File: src/rtl/riscv_ctrl_pkg.sv
// Shared control-path types for the 5-stage pipeline: opcodes, ALU operation classes,
// per-stage control bundles and the helpers that narrow a bundle as it moves down the pipe.
package riscv_ctrl_pkg;

    localparam logic [6:0] OpcodeR     = 7'h33;
    localparam logic [6:0] OpcodeILogic = 7'h13;
    localparam logic [6:0] OpcodeLoad  = 7'h03;
    localparam logic [6:0] OpcodeJalr  = 7'h67;
    localparam logic [6:0] OpcodeStore = 7'h23;
    localparam logic [6:0] OpcodeBranch = 7'h63;
    localparam logic [6:0] OpcodeJal   = 7'h6F;
    localparam logic [6:0] OpcodeLui   = 7'h37;
    localparam logic [6:0] OpcodeAuipc = 7'h17;

    localparam int unsigned AluOpMinW = 4;

    typedef enum logic [3:0] {
        AluR      = 4'd0,
        AluI      = 4'd1,
        AluLoad   = 4'd2,
        AluJalr   = 4'd3,
        AluStore  = 4'd4,
        AluBranch = 4'd5,
        AluJal    = 4'd6,
        AluLui    = 4'd7,
        AluAuipc  = 4'd8
    } alu_op_e;

    // Full bundle as produced by decode and held in ID/EX.
    typedef struct packed {
        logic    jalr;
        logic    branch;
        logic    mem_to_reg;
        logic    reg_write;
        logic    mem_read;
        logic    mem_write;
        logic    alu_src;
        alu_op_e alu_op;
    } ctrl_t;

    typedef struct packed {
        logic mem_read;
        logic mem_write;
        logic reg_write;
        logic mem_to_reg;
    } mem_ctrl_t;

    typedef struct packed {
        logic reg_write;
        logic mem_to_reg;
    } wb_ctrl_t;

    localparam ctrl_t BUBBLE = '0;

    // flags order: jalr, branch, mem_to_reg, reg_write, mem_read, mem_write, alu_src
    function automatic ctrl_t ctrl_row(input logic [6:0] flags, input alu_op_e alu_op);
        return ctrl_t'({flags, alu_op});
    endfunction

    function automatic mem_ctrl_t to_mem_ctrl(input ctrl_t c);
        mem_ctrl_t m;
        m.mem_read   = c.mem_read;
        m.mem_write  = c.mem_write;
        m.reg_write  = c.reg_write;
        m.mem_to_reg = c.mem_to_reg;
        return m;
    endfunction

    function automatic wb_ctrl_t to_wb_ctrl(input mem_ctrl_t m);
        wb_ctrl_t w;
        w.reg_write  = m.reg_write;
        w.mem_to_reg = m.mem_to_reg;
        return w;
    endfunction

endpackage

File: src/rtl/ctrl_decode.sv
// Combinational opcode decoder: control bundle, source-register usage and illegal flag.
module ctrl_decode
    import riscv_ctrl_pkg::*;
(
    input  logic [6:0] op_i,
    output ctrl_t      ctrl_o,
    output logic       use_rs1_o,
    output logic       use_rs2_o,
    output logic       illegal_o
);

    always_comb begin
        ctrl_o    = BUBBLE;
        use_rs1_o = 1'b0;
        use_rs2_o = 1'b0;
        illegal_o = 1'b0;
        unique case (op_i)
            OpcodeR: begin
                ctrl_o    = ctrl_row(7'b0001000, AluR);
                use_rs1_o = 1'b1;
                use_rs2_o = 1'b1;
            end
            OpcodeILogic: begin
                ctrl_o    = ctrl_row(7'b0001001, AluI);
                use_rs1_o = 1'b1;
            end
            OpcodeLoad: begin
                ctrl_o    = ctrl_row(7'b0011100, AluLoad);
                use_rs1_o = 1'b1;
            end
            OpcodeJalr: begin
                ctrl_o    = ctrl_row(7'b1001001, AluJalr);
                use_rs1_o = 1'b1;
            end
            OpcodeStore: begin
                ctrl_o    = ctrl_row(7'b0000011, AluStore);
                use_rs1_o = 1'b1;
                use_rs2_o = 1'b1;
            end
            OpcodeBranch: begin
                ctrl_o    = ctrl_row(7'b0100000, AluBranch);
                use_rs1_o = 1'b1;
                use_rs2_o = 1'b1;
            end
            OpcodeJal:   ctrl_o = ctrl_row(7'b0101001, AluJal);
            OpcodeLui:   ctrl_o = ctrl_row(7'b0001001, AluLui);
            OpcodeAuipc: ctrl_o = ctrl_row(7'b0001001, AluAuipc);
            default:     illegal_o = 1'b1;
        endcase
    end

endmodule

File: src/rtl/pipe_control.sv
// Pipeline control: decodes ID, carries controls through ID/EX, EX/MEM, MEM/WB and inserts
// load-use / flush bubbles. Define PIPE_CTRL_PERF_CNT_EN to add bubble and flush counters.
module pipe_control
    import riscv_ctrl_pkg::*;
#(
    parameter int unsigned ALU_OP_W   = 4,
    parameter int unsigned REG_ADDR_W = 5
) (
    input  logic                  clk,
    input  logic                  reset,
    input  logic [6:0]            OP_i,
    input  logic [REG_ADDR_W-1:0] Rs1_i,
    input  logic [REG_ADDR_W-1:0] Rs2_i,
    input  logic [REG_ADDR_W-1:0] Rd_i,
    input  logic                  Flush_i,
    input  logic                  Stall_i,
    output logic                  Load_Use_Stall_o,
    output logic                  Illegal_ID_o,
    output logic                  ALU_Src_EX_o,
    output logic                  JALR_EX_o,
    output logic                  Branch_EX_o,
    output logic [ALU_OP_W-1:0]   ALU_Op_EX_o,
    output logic [REG_ADDR_W-1:0] Rd_EX_o,
    output logic [REG_ADDR_W-1:0] Rd_MEM_o,
    output logic [REG_ADDR_W-1:0] Rd_WB_o,
    output logic                  Mem_Read_EX_o,
    output logic                  Mem_Read_MEM_o,
    output logic                  Mem_Write_MEM_o,
    output logic                  Reg_Write_MEM_o,
    output logic                  Reg_Write_WB_o,
    output logic                  Mem_to_Reg_WB_o
`ifdef PIPE_CTRL_PERF_CNT_EN
    ,
    output logic [31:0]           Bubble_Count_o,
    output logic [31:0]           Flush_Count_o
`endif
);

    ctrl_t                 id_ctrl;
    logic                  id_use_rs1;
    logic                  id_use_rs2;
    logic                  id_illegal;

    ctrl_t                 ex_ctrl_q, ex_ctrl_d;
    logic [REG_ADDR_W-1:0] ex_rd_q, ex_rd_d;
    mem_ctrl_t             mem_ctrl_q;
    logic [REG_ADDR_W-1:0] mem_rd_q;
    wb_ctrl_t              wb_ctrl_q;
    logic [REG_ADDR_W-1:0] wb_rd_q;

    logic                  load_use;
    logic                  rs1_match;
    logic                  rs2_match;

    ctrl_decode u_ctrl_decode (
        .op_i      (OP_i),
        .ctrl_o    (id_ctrl),
        .use_rs1_o (id_use_rs1),
        .use_rs2_o (id_use_rs2),
        .illegal_o (id_illegal)
    );

    // A load in EX whose result the ID instruction reads cannot be forwarded in time.
    always_comb begin
        rs1_match = id_use_rs1 && (Rs1_i == ex_rd_q);
        rs2_match = id_use_rs2 && (Rs2_i == ex_rd_q);
        load_use  = ex_ctrl_q.mem_read && (ex_rd_q != '0) && (rs1_match || rs2_match) &&
                    !Flush_i;
    end

    always_comb begin
        ex_ctrl_d = id_ctrl;
        ex_rd_d   = id_ctrl.reg_write ? Rd_i : '0;
        if (Flush_i || load_use) begin
            ex_ctrl_d = BUBBLE;
            ex_rd_d   = '0;
        end
    end

    always_ff @(posedge clk) begin
        if (reset) begin
            ex_ctrl_q  <= BUBBLE;
            ex_rd_q    <= '0;
            mem_ctrl_q <= '0;
            mem_rd_q   <= '0;
            wb_ctrl_q  <= '0;
            wb_rd_q    <= '0;
        end else if (!Stall_i) begin
            ex_ctrl_q  <= ex_ctrl_d;
            ex_rd_q    <= ex_rd_d;
            mem_ctrl_q <= to_mem_ctrl(ex_ctrl_q);
            mem_rd_q   <= ex_rd_q;
            wb_ctrl_q  <= to_wb_ctrl(mem_ctrl_q);
            wb_rd_q    <= mem_rd_q;
        end
    end

    assign Load_Use_Stall_o = load_use;
    assign Illegal_ID_o     = id_illegal;

    assign ALU_Src_EX_o    = ex_ctrl_q.alu_src;
    assign JALR_EX_o       = ex_ctrl_q.jalr;
    assign Branch_EX_o     = ex_ctrl_q.branch;
    assign ALU_Op_EX_o     = ALU_OP_W'(ex_ctrl_q.alu_op);
    assign Mem_Read_EX_o   = ex_ctrl_q.mem_read;
    assign Rd_EX_o         = ex_rd_q;

    assign Mem_Read_MEM_o  = mem_ctrl_q.mem_read;
    assign Mem_Write_MEM_o = mem_ctrl_q.mem_write;
    assign Reg_Write_MEM_o = mem_ctrl_q.reg_write;
    assign Rd_MEM_o        = mem_rd_q;

    assign Reg_Write_WB_o  = wb_ctrl_q.reg_write;
    assign Mem_to_Reg_WB_o = wb_ctrl_q.mem_to_reg;
    assign Rd_WB_o         = wb_rd_q;

`ifdef PIPE_CTRL_PERF_CNT_EN
    logic [31:0] bubble_cnt_q;
    logic [31:0] flush_cnt_q;

    // load_use already excludes flush edges, so each edge bumps at most one counter.
    always_ff @(posedge clk) begin
        if (reset) begin
            bubble_cnt_q <= '0;
            flush_cnt_q  <= '0;
        end else if (!Stall_i) begin
            if (Flush_i) begin
                flush_cnt_q <= flush_cnt_q + 32'd1;
            end else if (load_use) begin
                bubble_cnt_q <= bubble_cnt_q + 32'd1;
            end
        end
    end

    assign Bubble_Count_o = bubble_cnt_q;
    assign Flush_Count_o  = flush_cnt_q;
`endif

endmodule
File: config.mk
export PLATFORM = sky130hd
export DESIGN_NAME = pipe_control
export DESIGN_NICKNAME = d
export VERILOG_FILES = /design/src/rtl/riscv_ctrl_pkg.sv /design/src/rtl/ctrl_decode.sv /design/src/rtl/pipe_control.sv
export SDC_FILE = /design/constraint.sdc
export NUM_CORES = 1
export LEC_CHECK = 0
export CAP_MARGIN = 20
export CELL_PAD_IN_SITES_DETAIL_PLACEMENT = 0
export CELL_PAD_IN_SITES_GLOBAL_PLACEMENT = 1
export CORE_UTILIZATION = 28
export DETAILED_ROUTE_END_ITERATION = 8
export PLACE_DENSITY = 0.84
export SYNTH_ARGS = -nofsm -noshare
export SYNTH_HDL_FRONTEND = slang
export SYNTH_SLANG_ARGS = --single-unit
File: constraint.sdc
create_clock -name clk -period 1.61 [get_ports clk]
set_input_delay 0.4025 -clock clk [delete_from_list [all_inputs] [get_ports clk]]
set_output_delay 0.4025 -clock clk [all_outputs]
set_load 0.05 [all_outputs]
* Word-level counts from Yosys, hierarchy flattened
Cells that the tools add are included.
Cells by class: eq/ne operators 11, reductions and logical operators 12, mux-type cells 7
Operators with widths (number):
- 11-bit one-hot mux with 9 select lines | 1
- 7-bit by 6-bit equality test with 1-bit output (second input constant) | 3
- 7-bit equality test (second input constant) | 3
- 7-bit by 5-bit equality test with 1-bit output (second input constant) | 2
- 11-bit two-way mux | 1
- 5-bit equality test | 2
- 5-bit two-way mux | 2
- 9-bit OR reduction | 1
- 7-bit by 2-bit equality test with 1-bit output (second input constant) | 1
- 6-bit OR reduction | 1
- 1-bit logical AND | 5
- 5-bit nonzero test | 1
- 1-bit two-way mux | 3
- 3-bit OR reduction | 1
- 1-bit logical OR | 2
- 1-bit logical NOT | 1
Storage, ports and cells: logic and storage cells 47, flip-flop bits (word level) 32, output and inout port bits 30, input bits 26

* Depth between registers and ports, before layout
depth in word-level cells 9, mapped depth 7, depth with buffers taken out 5

* Cells and area by module
Synthesis repeated with hierarchy kept, for this count alone.
Unflattened totals: cell total of the unflattened synthesis 223, area total of the unflattened synthesis 1958.1 um^2
Modules (own cells, without submodules):
- pipe_control | seq. area each 640.6 um^2, times used 1, area each 1611.5 um^2, cells each 175
- ctrl_decode | seq. area each 0.0 um^2, times used 1, area each 346.6 um^2, cells each 48

* Worst setup path before layout
No wires, ideal clock.
path type register to output, start point reg ex_rd_q[4] (netlist: Rd_EX_o[4]), end point out Load_Use_Stall_o, buffers on the path 0, stages on the path, launching flop included 6, arrival 2.133 ns, data required time 1.207 ns, path slack -0.926 ns, cells stage by stage dfxtp_1 xor2_1 nor3_1 nand4_1 a21oi_2 nor2b_1
Between the ends: longest elaborated chain between the ends 5, elaborated cells between the ends (all ways) 9, classes of those cells eq/ne (2); reduce/logical (7)
Ends and longest elaborated chain:
- from (decl) | line pipe_control.sv:45 | logic [REG_ADDR_W-1:0] ex_rd_q, ex_rd_d;
- from (signal assigned) | line pipe_control.sv:90 | ex_rd_q <= ex_rd_d;
- 5-bit equality test, on equally long branches | line pipe_control.sv:65, pipe_control.sv:66
- 1-bit logical AND, on equally long branches | line pipe_control.sv:65, pipe_control.sv:66
- 1-bit logical OR | line pipe_control.sv:67 | load_use = ex_ctrl_q.mem_read && (ex_rd_q != '0) && (rs1_match || rs2_match) &&
- 1-bit logical AND * (2 in a row) | line pipe_control.sv:67
- to (decl) | line pipe_control.sv:17 | output logic Load_Use_Stall_o,
Every way passes the cells marked *; elsewhere a longest branch is shown, timed or not.

* Final worst setup path
start point reg ex_rd_q[1] (netlist: Rd_EX_o[1]), end point out Load_Use_Stall_o
Same word-level chain as after synthesis.

==> run summary <==
Post-synth top flop: dfxtp_1
Yosys top cell by area: dfxtp_1
Post-DP HPWL: 3100 um
Crit Path Class: reg2out
CTS tree: done
Syn Area/Cell: 8.71 um2
outcome: complete, but fails checks
R2R Setup Slk: 0.06 ns
Fmax achieved: 487 MHz
Worst Setup SP: Rd_EX_o[1]
RD Place Congestion: 0.776
TNS Setup: -0.603 ns
Critical Path End Type: output pin
CTS buffer count: 5
Fill cells: 469
DR vias/cell: 4.51
share of the synthesized area in the top cell type: 40.1%
post-synthesis cell area: 1500 um2
ys async rst share: 0%
first-pass iteration count of the detailed router: 4
first-pass GRT wire length: 6400 um
antenna-violating nets left: 0
GRT overflow: 0
Setup crit end: Load_Use_Stall_o
drt drc: 0
Routed WL: 3970 um
Syn Nets: 198
Yosys reg bits: 30
Worst slew margin: 78.1%
worst path cell trace: xor2_2, nor3_2, nand4_1, a21oi_2, nor2b_4, buf_12
fin worst setup slack: -0.445 ns
final setup vio count: 2
Yosys warnings: 0
Layout area overhead: 83.8%
Worst setup SP type: flip-flop
count leader, synth: dfxtp_1
Worst path top cell family by delay: simple AND/OR/NAND/NOR gates
clk root buf: clkbuf_8
Die Span Y: 75.1 um
Clock Path Buffers: 2
clk_lat worst skew: 0.27 ns
Hold Path Class: reg2reg
Row Count: 26
number of flops mapped to enable cells by yosys: 0
Iter 0 DRT Violations: 51
Seq/Total Area, Yosys: 40.1%
Slew Viols, Final: 0
Tmin final: 2.05 ns
clock slew at reported path FFs: 0.06 ns
max-cap viol count: 0
Starting Density: 29.1%
vias in the first global route: 1420
total track usage: 15.2%
Crit Reg-Reg Startpoint: Rd_EX_o[1]
Mapped Cells: 172
WL per Instance: 12.3 um
Die Area: 5650 um2
Tightest Pin Transition: 0.325 ns
Port Buf Inserts: 55
Die Wd: 75.1 um
Stages on worst setup path: 6
Crit Path Max Fanout: 2
WP data required: 1.21 ns
Antenna diodes: 0
Synth area leaders: dfxtp_1, mux2i_1, nand2_1
initial antenna violation count: 0
Bufs and invs on worst path: 1
hold path startpoint: ex_ctrl_q[7]
PD cells: 633 nW/um2
layout cell share with drive strength beyond 1: 41.7%
Pleak: 1.15 nW
io pins: 56
vias: 1452
H-tree Lvls: 2
Nets: 277
synth cell count leaders: dfxtp_1, nand2_1, nor2_1
RSZ-0062 raised after global routing: true
Hold Buf Count CTS: 0
final design utilization: 53.6%
WP data arrival: 1.65 ns
Hold Vio Cnt, Final: 0
Slowest-stage cell, CP: dfxtp_4
hold_ws: 0.452 ns
CTS sink count: 30
Core ar.: 5140 um2
violated checks: negative setup slack
skew final: 0.00471 ns
Tcrit/Tclk final: 128%
Netlist cell types: 36
VDD IR max: 0.000269 V
pin count of the biggest net entering global routing: 16
Crit path largest cell delay: 0.35 ns
reg2reg path depth: 6
end of the worst register-to-register path: Branch_EX_o
[power by group]
part           internal (mW)  switching [mW]  total [mW]
registers              0.738         0.00221       0.740
clock network          0.504           0.266       0.770
logic                  0.125           0.108       0.233
total                   1.37           0.376        1.74
[area by class of cell]
cell class / count / area [um2] / area share [%]
well taps: 70 / 87.6 / 3.18
flip-flops and latches: 30 / 617 / 22.4
clock buffers: 7 / 86.3 / 3.14
multi-input cells: 124 / 841 / 30.5
inverters: 2 / 10.0 / 0.364
clock inverters: 1 / 30.0 / 1.09
repair buffers: 88 / 1080 / 39.3
[through the flow]
stage / setup WS, ns / instances / power, mW / cell area, um2
3_5_place_dp: -0.772 / 310 / 0.980 / 2570
3_3_place_gp: -0.711 / 310 / 0.979 / 2570
2_1_floorplan: -0.228 / 172 / 0.862 / 1550
4_1_cts: -0.492 / 322 / 1.76 / 2750
5_1_grt: -0.553 / 322 / 1.81 / 2750
6_report: -0.445 / 322 / 1.74 / 2750
[state kept, by name (all words and copies together) (netlist names)]
register         cells
ex_ctrl_q            3
Mem_Read_MEM_o       1
ALU_Op_EX_o          4
Reg_Write_WB_o       1
Rd_WB_o              5
Mem_to_Reg_WB_o      1
ALU_Src_EX_o         1
Branch_EX_o          1
Reg_Write_MEM_o      1
Rd_MEM_o             5
JALR_EX_o            1
Rd_EX_o              5
Mem_Write_MEM_o      1
[placed cells by master, fill, tap and decap left out, types with 3 or more instances in the layout]
| cell | instances |
|---|---|
| buf_4 | 30 |
| buf_12 | 29 |
| dfxtp_1 | 25 |
| nand2_1 | 24 |
| nor2_1 | 19 |
| mux2i_1 | 15 |
| o21ai_2 | 11 |
| clkdlybuf4s50_1 | 10 |
| dlygate4sd2_1 | 9 |
| xor2_1 | 7 |
| nand3_1 | 7 |
| clkbuf_8 | 6 |
| buf_6 | 5 |
| dfxtp_4 | 4 |
| nand4_1 | 3 |
| o21ai_0 | 3 |
| a21oi_1 | 3 |
[worst min-delay path by stage]
stage               slack (ns)      endpoint  cells after the start
floorplan                 0.42  ex_ctrl_q[7]                      2
detailed placement        0.44  ex_ctrl_q[7]                      2
CTS                       0.46  ex_ctrl_q[7]                      2
global route              0.47  ex_ctrl_q[7]                      2
finish                    0.45  ex_ctrl_q[7]                      2
global placement          0.44  ex_ctrl_q[7]                      2
[what timing repair did]
action / CTS / global route
gates resized for setup: 44 / 4
pin swaps: 15 / 5
endpoints found under the setup margin: 16 / 17
setup buffers: 9 / 0
[worst min-delay path: cells and delay by family (launching register included)]
family           cells  cell delay [ns]
flip-flops           1             0.33
AO/OA/AOI/OAI        1             0.05
AND/OR/NAND/NOR      1             0.04
[kinds of logic (layout without fill, tap and decap cells)]
logic type	Yosys count	count (layout)	share of synthesized area [%]
AO/OA/AOI/OAI	28	28	13.8
XOR/XNOR	11	11	6.43
buffers and inverters	18	98	7.18
flip-flops	30	30	40.1
multiplexers	15	15	10.0
AND/OR/NAND/NOR	70	70	22.5
[layer usage]
layer,track usage [%],wire length [um],vias up
met2,26.6,2010,40
met3,5.09,251,4
met5,0,0,-
met1,18.1,1680,666
li1,-,-,742
met4,3.09,25,0
(Power assumes the default switching activity.)
